<file path="src/rtl/seq_game_ctrl.sv">
// Memory-game sequencer: grows a random colour sequence, shows it, then checks the
// player's replies with timeouts, an optional single retry and live echo of presses.
module seq_game_ctrl #(
  parameter int CW             = 2,
  parameter int DEPTH          = 32,
  parameter int DISP_TICKS     = 12_500_000,
  parameter int GAP_TICKS      = 2_500_000,
  parameter int INPUT_TICKS    = 250_000_000,
  parameter int STEP_TICKS     = 500_000,
  parameter int MIN_DISP_TICKS = 2_500_000,
  localparam int TM_A = (DISP_TICKS > GAP_TICKS) ? DISP_TICKS : GAP_TICKS,
  localparam int TM_B = (INPUT_TICKS > TM_A) ? INPUT_TICKS : TM_A,
  localparam int TM_C = (STEP_TICKS > TM_B) ? STEP_TICKS : TM_B,
  localparam int TM_D = (MIN_DISP_TICKS > TM_C) ? MIN_DISP_TICKS : TM_C,
  localparam int TW   = $clog2(TM_D + 1),
  localparam int SW   = $clog2(DEPTH + 1)
) (
  input  logic          CLK,
  input  logic          RST_N,
  input  logic [CW-1:0] IN,
  input  logic          IN_VALID,
  input  logic [CW-1:0] RAND,
  input  logic          START_GAME,
  input  logic          STRICT,
  output logic [CW-1:0] OUT,
  output logic          OUT_ENA,
  output logic          WIN,
  output logic          LOSE,
  output logic          HS,
  output logic [SW-1:0] SCORE,
  output logic [SW-1:0] HIGH_SCORE
);

  localparam int IW = (DEPTH > 1) ? $clog2(DEPTH) : 1;
  localparam int RW = TW + SW;

  typedef enum logic [3:0] {
    S_IDLE, S_START, S_ADD, S_SHOW, S_SHOW_WAIT, S_GAP, S_INPUT, S_HOLD, S_WIN, S_END
  } state_t;

  state_t        state, state_n;
  logic [SW-1:0] len, len_n, idx, idx_n, score_n, high_n;
  logic [TW-1:0] timer, timer_n, disp_ticks;
  logic [RW-1:0] step_total, disp_raw;
  logic [CW-1:0] out_n;
  logic          good, good_n, retry_avail, retry_n;
  logic          ena_n, win_n, lose_n, hs_n, push, expired, last;
  logic [CW-1:0] stack [DEPTH];

  // Display time shrinks per completed round, saturating at zero before the floor applies.
  always_comb begin
    step_total = RW'(STEP_TICKS) * RW'(SCORE);
    disp_raw   = (step_total >= RW'(DISP_TICKS)) ? '0 : RW'(DISP_TICKS) - step_total;
    disp_ticks = (disp_raw < RW'(MIN_DISP_TICKS)) ? TW'(MIN_DISP_TICKS) : disp_raw[TW-1:0];
  end

  assign expired = (timer == TW'(1));
  assign last    = (idx == len - SW'(1));

  always_ff @(posedge CLK or negedge RST_N) begin
    if (!RST_N) begin
      state       <= S_IDLE;
      len         <= '0;
      idx         <= '0;
      timer       <= '0;
      good        <= 1'b0;
      retry_avail <= 1'b0;
      OUT         <= '1;
      OUT_ENA     <= 1'b0;
      WIN         <= 1'b0;
      LOSE        <= 1'b0;
      HS          <= 1'b0;
      SCORE       <= '0;
      HIGH_SCORE  <= '0;
    end else begin
      state       <= state_n;
      len         <= len_n;
      idx         <= idx_n;
      timer       <= timer_n;
      good        <= good_n;
      retry_avail <= retry_n;
      OUT         <= out_n;
      OUT_ENA     <= ena_n;
      WIN         <= win_n;
      LOSE        <= lose_n;
      HS          <= hs_n;
      SCORE       <= score_n;
      HIGH_SCORE  <= high_n;
    end
  end

  always_ff @(posedge CLK) begin
    if (push) stack[len[IW-1:0]] <= RAND;
  end

  // IN_VALID is a level: a press is accepted on the first INPUT cycle it is seen high
  // and completes on the first HOLD cycle it is seen low; IN is sampled at acceptance.
  always_comb begin
    state_n = state;
    len_n   = len;
    idx_n   = idx;
    timer_n = timer;
    good_n  = good;
    retry_n = retry_avail;
    out_n   = OUT;
    ena_n   = OUT_ENA;
    score_n = SCORE;
    high_n  = HIGH_SCORE;
    win_n   = 1'b0;
    lose_n  = 1'b0;
    hs_n    = 1'b0;
    push    = 1'b0;
    case (state)
      S_IDLE: begin
        idx_n = '0;
        len_n = '0;
        if (START_GAME) begin
          retry_n = !STRICT;
          state_n = S_START;
        end
      end
      S_START: begin
        if (!START_GAME) begin
          score_n = '0;
          state_n = S_ADD;
        end
      end
      S_ADD: begin
        push    = 1'b1;
        len_n   = len + SW'(1);
        idx_n   = '0;
        state_n = S_SHOW;
      end
      S_SHOW: begin
        out_n   = stack[idx[IW-1:0]];
        ena_n   = 1'b1;
        timer_n = disp_ticks;
        state_n = S_SHOW_WAIT;
      end
      S_SHOW_WAIT: begin
        if (expired) begin
          ena_n   = 1'b0;
          timer_n = TW'(GAP_TICKS);
          state_n = S_GAP;
        end else begin
          timer_n = timer - TW'(1);
        end
      end
      S_GAP: begin
        if (expired) begin
          if (last) begin
            idx_n   = '0;
            timer_n = TW'(INPUT_TICKS);
            state_n = S_INPUT;
          end else begin
            idx_n   = idx + SW'(1);
            state_n = S_SHOW;
          end
        end else begin
          timer_n = timer - TW'(1);
        end
      end
      S_INPUT: begin
        if (expired) begin
          lose_n  = 1'b1;
          hs_n    = (SCORE > HIGH_SCORE);
          state_n = S_END;
        end else if (IN_VALID) begin
          good_n  = (IN == stack[idx[IW-1:0]]);
          out_n   = IN;
          ena_n   = 1'b1;
          state_n = S_HOLD;
        end else begin
          timer_n = timer - TW'(1);
        end
      end
      S_HOLD: begin
        if (!IN_VALID) begin
          ena_n = 1'b0;
          if (good && last) begin
            score_n = len;
            if (len == SW'(DEPTH)) begin
              win_n   = 1'b1;
              state_n = S_WIN;
            end else begin
              state_n = S_ADD;
            end
          end else if (good) begin
            idx_n   = idx + SW'(1);
            timer_n = TW'(INPUT_TICKS);
            state_n = S_INPUT;
          end else if (retry_avail) begin
            retry_n = 1'b0;
            idx_n   = '0;
            state_n = S_SHOW;
          end else begin
            lose_n  = 1'b1;
            hs_n    = (SCORE > HIGH_SCORE);
            state_n = S_END;
          end
        end
      end
      S_WIN: begin
        hs_n    = (SCORE > HIGH_SCORE);
        state_n = S_END;
      end
      S_END: begin
        if (SCORE > HIGH_SCORE) high_n = SCORE;
        state_n = S_IDLE;
      end
      default: state_n = S_IDLE;
    endcase
  end

endmodule

</file>
<file path="config.mk">
export PLATFORM = sky130hd
export DESIGN_NAME = seq_game_ctrl
export DESIGN_NICKNAME = d
export VERILOG_FILES = /design/src/rtl/seq_game_ctrl.sv
export SDC_FILE = /design/constraint.sdc
export NUM_CORES = 1
export LEC_CHECK = 0
export BUFFER_PORTS_ARGS = -buffer_cell sky130_fd_sc_hd__buf_2
export CORE_MARGIN = 3
export CORE_UTILIZATION = 25
export CTS_CLUSTER_DIAMETER = 200
export CTS_CLUSTER_SIZE = 8
export DETAILED_ROUTE_END_ITERATION = 12
export MAX_ROUTING_LAYER = met4
export PLACE_DENSITY_LB_ADDON = 0.05
export SYNTH_ARGS = -nofsm -noshare
export SYNTH_HDL_FRONTEND = slang
export SYNTH_SLANG_ARGS = --single-unit
</file>
<file path="constraint.sdc">
create_clock -name CLK -period 4.6 [get_ports CLK]
set_input_delay 0.69 -clock CLK [delete_from_list [all_inputs] [get_ports CLK]]
set_output_delay 0.69 -clock CLK [all_outputs]
set_load 0.05 [all_outputs]
</file>
## Yosys cells after proc, flatten, opt, wreduce, memory -nomap -nowiden

Memory sizes are Yosys's and may differ from the RTL's.
Index checks and enable logic that the tools add are counted.

- Add/sub/neg operators: 5
- $mul: 1
- Order comparisons: 3
- Equal/unequal tests: 28
- Mux-type cells: 68
- Bitwise logic cells: 1
- Reduce and logical (&&, ||, !) cells: 20

Operators by type and width:

| cell | count |
|---|---|
| $mux W28 | 9 |
| $pmux W28 S5 | 1 |
| $mux W6 | 9 |
| $mux W4 | 11 |
| $pmux W4 S9 | 1 |
| $lt A34 B22 Y1 const B | 1 |
| $mux W34 | 1 |
| $eq A28 B1 Y1 const B | 1 |
| $sub A28 B1 Y28 const B | 1 |
| $sub A24 B25 Y26 const A | 1 |
| $ge A25 B24 Y1 const B | 1 |
| $mux W1 | 25 |
| $ne A2 B2 Y1 const B | 12 |
| $pmux W6 S2 | 2 |
| $mul A14 B6 Y20 const A | 1 |
| $pmux W6 S3 | 1 |
| $eq A4 B3 Y1 const B | 4 |
| $reduce_and A5 Y1 | 3 |
| $add A6 B1 Y6 const B | 2 |
| $ne A3 B3 Y1 const B | 3 |
| $eq A4 B2 Y1 const B | 2 |
| $eq A4 B4 Y1 const B | 2 |
| $reduce_bool A2 Y1 | 4 |
| $reduce_and A7 Y1 | 1 |
| 24 further kinds | 27 |

- Register bits: 64
- RAM bits: 64
- Bits of input ports: 9
- Word-level logic and storage cells: 140
- Memories: 1

Memories:

| memory | depth | bits a word | rd ports | clocked after memory_dff | wr ports | RTL line | RTL |
|---|---|---|---|---|---|---|---|
| stack | 32 | 2 | 1 | 0 | 1 | 48 | `logic [CW-1:0] stack [DEPTH];` |

## Depth between registers and ports, before layout

- Depth in word-level cells: 6
- Mapped depth: 19
- Gate-level depth less buffers: 17

## Worst setup path after synthesis

OpenSTA, ideal clock, no wires.

- Path type: register -> register
- From: register SCORE[1]
- To: register timer[10]
- Library setup time: 0.119 ns
- Arrival time: 5.036 ns
- Required time: 4.481 ns
- Setup slack: -0.554 ns
- Cell stages (with the launch flop): 17
- Cells stage by stage: dfrtp_1 fa_1 ha_1 inv_1 fa_1 inv_1 ha_1 nand3_1 or4_4 a31oi_1 xnor2_1 nor4_1 a221o_1 or3_1 o21bai_4 buf_6 o21a_1

- Cells in the longest elaborated chain, start to end: 6
- Elaborated cells on any way between the ends: 7
- Those cells by class: 1 x add/sub; 1 x mul; 2 x order compare; 3 x mux

Ends and longest elaborated chain:

| element | RTL line | RTL |
|---|---|---|
| from (decl) | 30 | `output logic [SW-1:0] SCORE,` |
| from (signal assigned) | 87 | `SCORE <= score_n;` |
| $mul A14 B6 Y20 (*) | 52 | `step_total = RW'(STEP_TICKS) * RW'(SCORE);` |
| $sub A24 B25 Y26 or $ge A25 B24 Y1 (tied branches) | 53 | `disp_raw = (step_total >= RW'(DISP_TICKS)) ? '0 : RW'(DISP_TICKS) - step_total;` |
| $mux W34 (*) | 53 |  |
| $lt A34 B22 Y1 | 54 | `disp_ticks = (disp_raw < RW'(MIN_DISP_TICKS)) ? TW'(MIN_DISP_TICKS) : disp_raw[TW-1:0];` |
| $mux W28 (*) | 54 |  |
| $pmux W28 S5 (*) | 113 | `case (state)` |
| to (signal assigned) | 79 | `timer <= timer_n;` |
| to (decl) | 43 | `logic [TW-1:0] timer, timer_n, disp_ticks;` |

Every way passes the cells marked *; elsewhere a longest branch is shown, timed or not.
A chain may end at the register's enable or synchronous reset.

## Final worst setup path

- From: register SCORE[1]
- To: register timer[7]

The elaborated chain is that of the path after synthesis.

==> implementation parameters <==
Parameter                              Value

Run status
  Status ... finished, violations left
  Violations in the final reports ... setup timing

Setup path
  Required time of the worst setup path ... a little under 5000 ps
  Reg-to-reg setup timing slack ... -100 ps
  Maximum fanout encountered on the critical timing path ... 14
  Critical path startpoint category ... register
  FF-to-FF Start ... SCORE[1]
  R2R cell count ... 17
  WP data arrival ... 5020 ps
  Classification of the worst setup path ... reg2reg
  Kind of capture point of the worst setup path ... register
  Worst reg2reg path endpoint ... timer[7]

GRT
  First-pass GRT wire length ... 44,100 microns
  Maximum number of pins on one net before global-route repair ... 34
  Vias in the first global route ... about 7,300
  Gr ovfl total ... 0
  GRT Overall Usage ... 15.3%
  Number of antenna violations at the first check in global routing ... 0

Timing
  Worst-case setup margin in the final layout ... -98.2 ps
  Final period utilization ... 102%
  Worst hold margin ... around 210 ps
  Unrepaired setup endpoints after global routing ... true
  Highest clock frequency the design can meet ... 213 MHz
  Final Hold Violating Endpoints ... 0
  Relative slew slack ... 41.9%
  Finish-stage setup viols ... 8
  Slew at the pin with the worst max-slew slack ... 872 ps
  Post-route clock skew ... 10.5 ps
  Total count of max-transition violations in the final report ... 0
  Final critical path time including I/O delays and setup ... 4700 ps

Synthesis
  Synthesis-stage register bit count ... 128
  Number of nets in the synthesized netlist ... 976
  Total of warnings raised by yosys ... 0
  Main area contributors after synthesis ... sky130_fd_sc_hd__edfxtp_1 22%, sky130_fd_sc_hd__dfrtp_1 18%, sky130_fd_sc_hd__ha_1 7.1%
  Xor/xnor cell area share of the yosys netlist ... under 10%
  Share of the synthesized area in the top cell type ... 21.8%
  Sequential area share after synthesis ... 40.0%
  Mapped cell area ... 8820 sq um
  Cell type with the highest aggregate area in the netlist ... sky130_fd_sc_hd__edfxtp_1
  Simple-gate share of the synthesized area ... 18.4%
  Number of unique standard cell types used by synthesis ... 87
  Share of synthesized area spent on multiplexers ... 6.29%
  Adder-cell area share of the yosys netlist ... 9.36%
  Number of flops mapped to enable cells by yosys ... 64
  Syn Inst Count ... 907
  Synthesized area divided by synthesized cell count ... just under 10 sq um
  Largest family of logic cells by synthesized area ... simple AND/OR/NAND/NOR gates
  FFs w/ async S/R, synth ... approximately 50%
  Most used DFF post-synth ... sky130_fd_sc_hd__edfxtp_1
  Compound-Gate Fraction of Synth Area ... 18.2%

Routing
  Average vias per placed instance ... 4.96
  Met2 Routed Length ... 12,200 microns
  Met1 layer wirelength in the final routing ... 13,900 microns
  Number of detailed-routing iterations run before antenna repair ... 5
  Remaining design rule violation count ... 0
  Total length of routed wires ... 27,400 microns
  Via total after detailed routing ... approximately 7,300
  DR WL met3 ... between 1000 and 1500 microns
  Detailed router's first-iteration violation count ... between 500 and 600
  Detailed-route wire length per cell ... between 15 and 20 microns
  Residual antenna-violating net count after detailed routing ... 0
  Uppermost layer routed ... met4

Place
  Final HPWL DP ... 20,400 microns
  Routability cong. ... 0.770
  Pre-CTS WS ... -136 ps
  Port buffer count ... 26

Clock tree
  Maximum root-to-sink buffer count ... 2
  Clock network latency to the later pin of the worst-skew pair ... 440 ps
  CTS sink count ... 128
  Clock input transition at the sequential cells of the worst setup and hold paths ... ~60 ps
  Depth of the CTS H-tree ... 4
  CTS tree ... done
  CTS buffer count ... 17
  Clock tree root buffer cell ... sky130_fd_sc_hd__clkbuf_16

Floorplanning
  Initial Util ... approximately a quarter
  Die boundary height ... approximately 190 microns
  Width of the die ... between 150 and 200 microns
  Number of placement rows ... 68
  Floorplan Core Area ... about 35,000 sq um
  IO Count ... 27
  Total die area ... ~38,000 sq um

Pwr
  Leakage power ... 4.19 nW
  Power density of the placed cells ... approximately 690 nW/um^2
  Highest ir drop seen on vdd ... 0.268 mV

Worst hold path
  Class of the tightest hold or removal check ... in2async

Flow run
  Number of maximum-capacitance constraint violations ... 0

Layout
  Total inserted antenna cells ... 0
  Ratio of cells with drive above 1 in the final layout ... 23.1%
  Number of nets in the layout ... 1,070
  Area grow syn2layout ... 22.3%
report_power, final:
| group | switching, W | total (W) | leakage, nW | internal [W] |
|---|---|---|---|---|
| clock network | 0.000569 | 0.00137 | 0.279 | 0.000806 |
| registers | 0.000213 | 0.00164 | 1.39 | 0.00143 |
| logic | 0.00263 | 0.00447 | 2.52 | 0.00184 |
metal layers:
metal	vias to the layer above	global-route usage (%)
met1	3604	22.0
met2	123	22.4
li1	3552	-
met4	0	3.43
met3	11	3.04
met5	-	-
per-stage QoR:
stage | instances | cell area (sq um) | power [W] | utilization, % | setup TNS, ps
floorplan | 907 | 8890 | 0.00450 | - | -352
global placement | 1434 | 10100 | 0.00612 | 29.1 | -804
detailed placement | 1434 | 10100 | 0.00607 | 29.1 | -1170
CTS | 1466 | 10700 | 0.00750 | 30.9 | -780
global route | 1469 | 10800 | 0.00811 | 31.1 | -3370
finish | 1469 | 10800 | 0.00748 | 31.1 | -497
repair_timing:
item	CTS	global route
hold buffers	0	0
resized for setup	3	21
endpoints found under the setup margin	16	22
pin swaps	4	4
buffers inserted	0	3
endpoints found under the hold margin	0	0
flip-flops by register name, summed over array words and instances, names as in the netlist:
| register | cells |
|---|---|
| LOSE | 1 |
| timer | 28 |
| HS | 1 |
| idx | 6 |
| HIGH_SCORE | 6 |
| retry_avail | 1 |
| good | 1 |
| SCORE | 6 |
| OUT_ENA | 1 |
| WIN | 1 |
| len | 6 |
| stack | 64 |
| OUT | 2 |
| state | 4 |
synth_stat cells, types with 10 or more instances:
library cell               count
sky130_fd_sc_hd__nor2_1       90
sky130_fd_sc_hd__nand2_1      78
sky130_fd_sc_hd__o21ai_0      78
sky130_fd_sc_hd__edfxtp_1     64
sky130_fd_sc_hd__dfrtp_1      62
sky130_fd_sc_hd__inv_1        51
sky130_fd_sc_hd__ha_1         50
sky130_fd_sc_hd__a21oi_1      37
sky130_fd_sc_hd__clkbuf_1     30
sky130_fd_sc_hd__nor3_1       30
sky130_fd_sc_hd__nand3_1      28
sky130_fd_sc_hd__xnor2_1      22
sky130_fd_sc_hd__mux4_2       20
sky130_fd_sc_hd__nand2b_1     15
sky130_fd_sc_hd__nor4_1       15
sky130_fd_sc_hd__xor2_1       13
sky130_fd_sc_hd__nor2b_1      12
sky130_fd_sc_hd__a21o_1       11
sky130_fd_sc_hd__a31oi_1      10
sky130_fd_sc_hd__fa_1         10
placed cells by master (no fill, tap or decap), types with 5 or more instances in the layout:
cell type	synthesis	final
sky130_fd_sc_hd__nand2_1	78	78
sky130_fd_sc_hd__nor4_1	15	13
sky130_fd_sc_hd__mux4_2	20	20
sky130_fd_sc_hd__nand2b_1	15	15
sky130_fd_sc_hd__or2_2	5	5
sky130_fd_sc_hd__o211ai_1	5	5
sky130_fd_sc_hd__a31oi_1	10	9
sky130_fd_sc_hd__buf_4	0	91
sky130_fd_sc_hd__a211oi_2	3	5
sky130_fd_sc_hd__ha_1	50	48
sky130_fd_sc_hd__o31ai_1	8	8
sky130_fd_sc_hd__o21a_1	8	8
sky130_fd_sc_hd__mux2i_1	7	7
sky130_fd_sc_hd__clkbuf_16	0	17
sky130_fd_sc_hd__and3_1	8	8
sky130_fd_sc_hd__edfxtp_1	64	64
sky130_fd_sc_hd__o21ai_0	78	75
sky130_fd_sc_hd__nor2b_1	12	11
sky130_fd_sc_hd__inv_1	51	48
sky130_fd_sc_hd__nor2_1	90	88
sky130_fd_sc_hd__nand3_1	28	27
sky130_fd_sc_hd__a21oi_1	37	35
sky130_fd_sc_hd__a21o_1	11	11
sky130_fd_sc_hd__dfrtp_1	62	56
sky130_fd_sc_hd__a211o_1	7	7
sky130_fd_sc_hd__or3_1	6	5
sky130_fd_sc_hd__buf_2	8	25
sky130_fd_sc_hd__nand4_1	6	6
sky130_fd_sc_hd__o221ai_2	6	6
sky130_fd_sc_hd__o21ai_1	2	5
sky130_fd_sc_hd__nor3b_1	5	5
sky130_fd_sc_hd__xor2_1	13	12
sky130_fd_sc_hd__xnor2_1	22	21
sky130_fd_sc_hd__inv_6	0	6
sky130_fd_sc_hd__nor3_1	30	28
sky130_fd_sc_hd__fa_1	10	10
worst max-delay path: stages, from the launching register on:
cell and delay [ps]:
sky130_fd_sc_hd__dfrtp_4 500, sky130_fd_sc_hd__fa_1 490, sky130_fd_sc_hd__ha_1 300, sky130_fd_sc_hd__inv_2 40, sky130_fd_sc_hd__fa_1 540, sky130_fd_sc_hd__inv_2 50, sky130_fd_sc_hd__ha_4 290, sky130_fd_sc_hd__nand3_2 70
sky130_fd_sc_hd__or4_4 520, sky130_fd_sc_hd__buf_4 160, sky130_fd_sc_hd__a31oi_4 180, sky130_fd_sc_hd__xnor2_2 150, sky130_fd_sc_hd__nor4_2 60, sky130_fd_sc_hd__a221o_1 350, sky130_fd_sc_hd__or3_4 350, sky130_fd_sc_hd__o21bai_4 180
sky130_fd_sc_hd__buf_12 160, sky130_fd_sc_hd__o22a_1 200
logic make-up (layout without fill, tap and decap cells):
group	count (synthesis)	count (layout)
and+or+nand+nor	327	327
AOI/OAI and AO/OA	232	232
DFF	128	128
buffers and inverters	95	202
adders and majority gates	60	60
xor gates and xnor gates	35	35
muxes	30	30
layout make-up:
cell class / count / area, sq um
clock buffers: 18 / 429
clock inverters: 14 / 154
fillers: 3612 / 23800
inverters: 52 / 195
multi-input cells: 684 / 5060
flip-flops and latches: 128 / 3540
well taps: 455 / 569
repair buffers: 118 / 840
worst max path at each step:
| stage | to | slack [ps] | from | depth (start not counted) |
|---|---|---|---|---|
| 2_1_floorplan | timer[10] | -100 | SCORE[2] | 16 |
| 3_3_place_gp | timer[13] | -110 | SCORE[2] | 16 |
| 3_5_place_dp | timer[7] | -140 | SCORE[2] | 16 |
| 4_1_cts | timer[7] | -110 | SCORE[1] | 17 |
| 5_1_grt | timer[7] | -260 | SCORE[1] | 16 |
| 6_report | timer[7] | -100 | SCORE[1] | 17 |
Note: power is estimated with default switching activity, not from simulation.
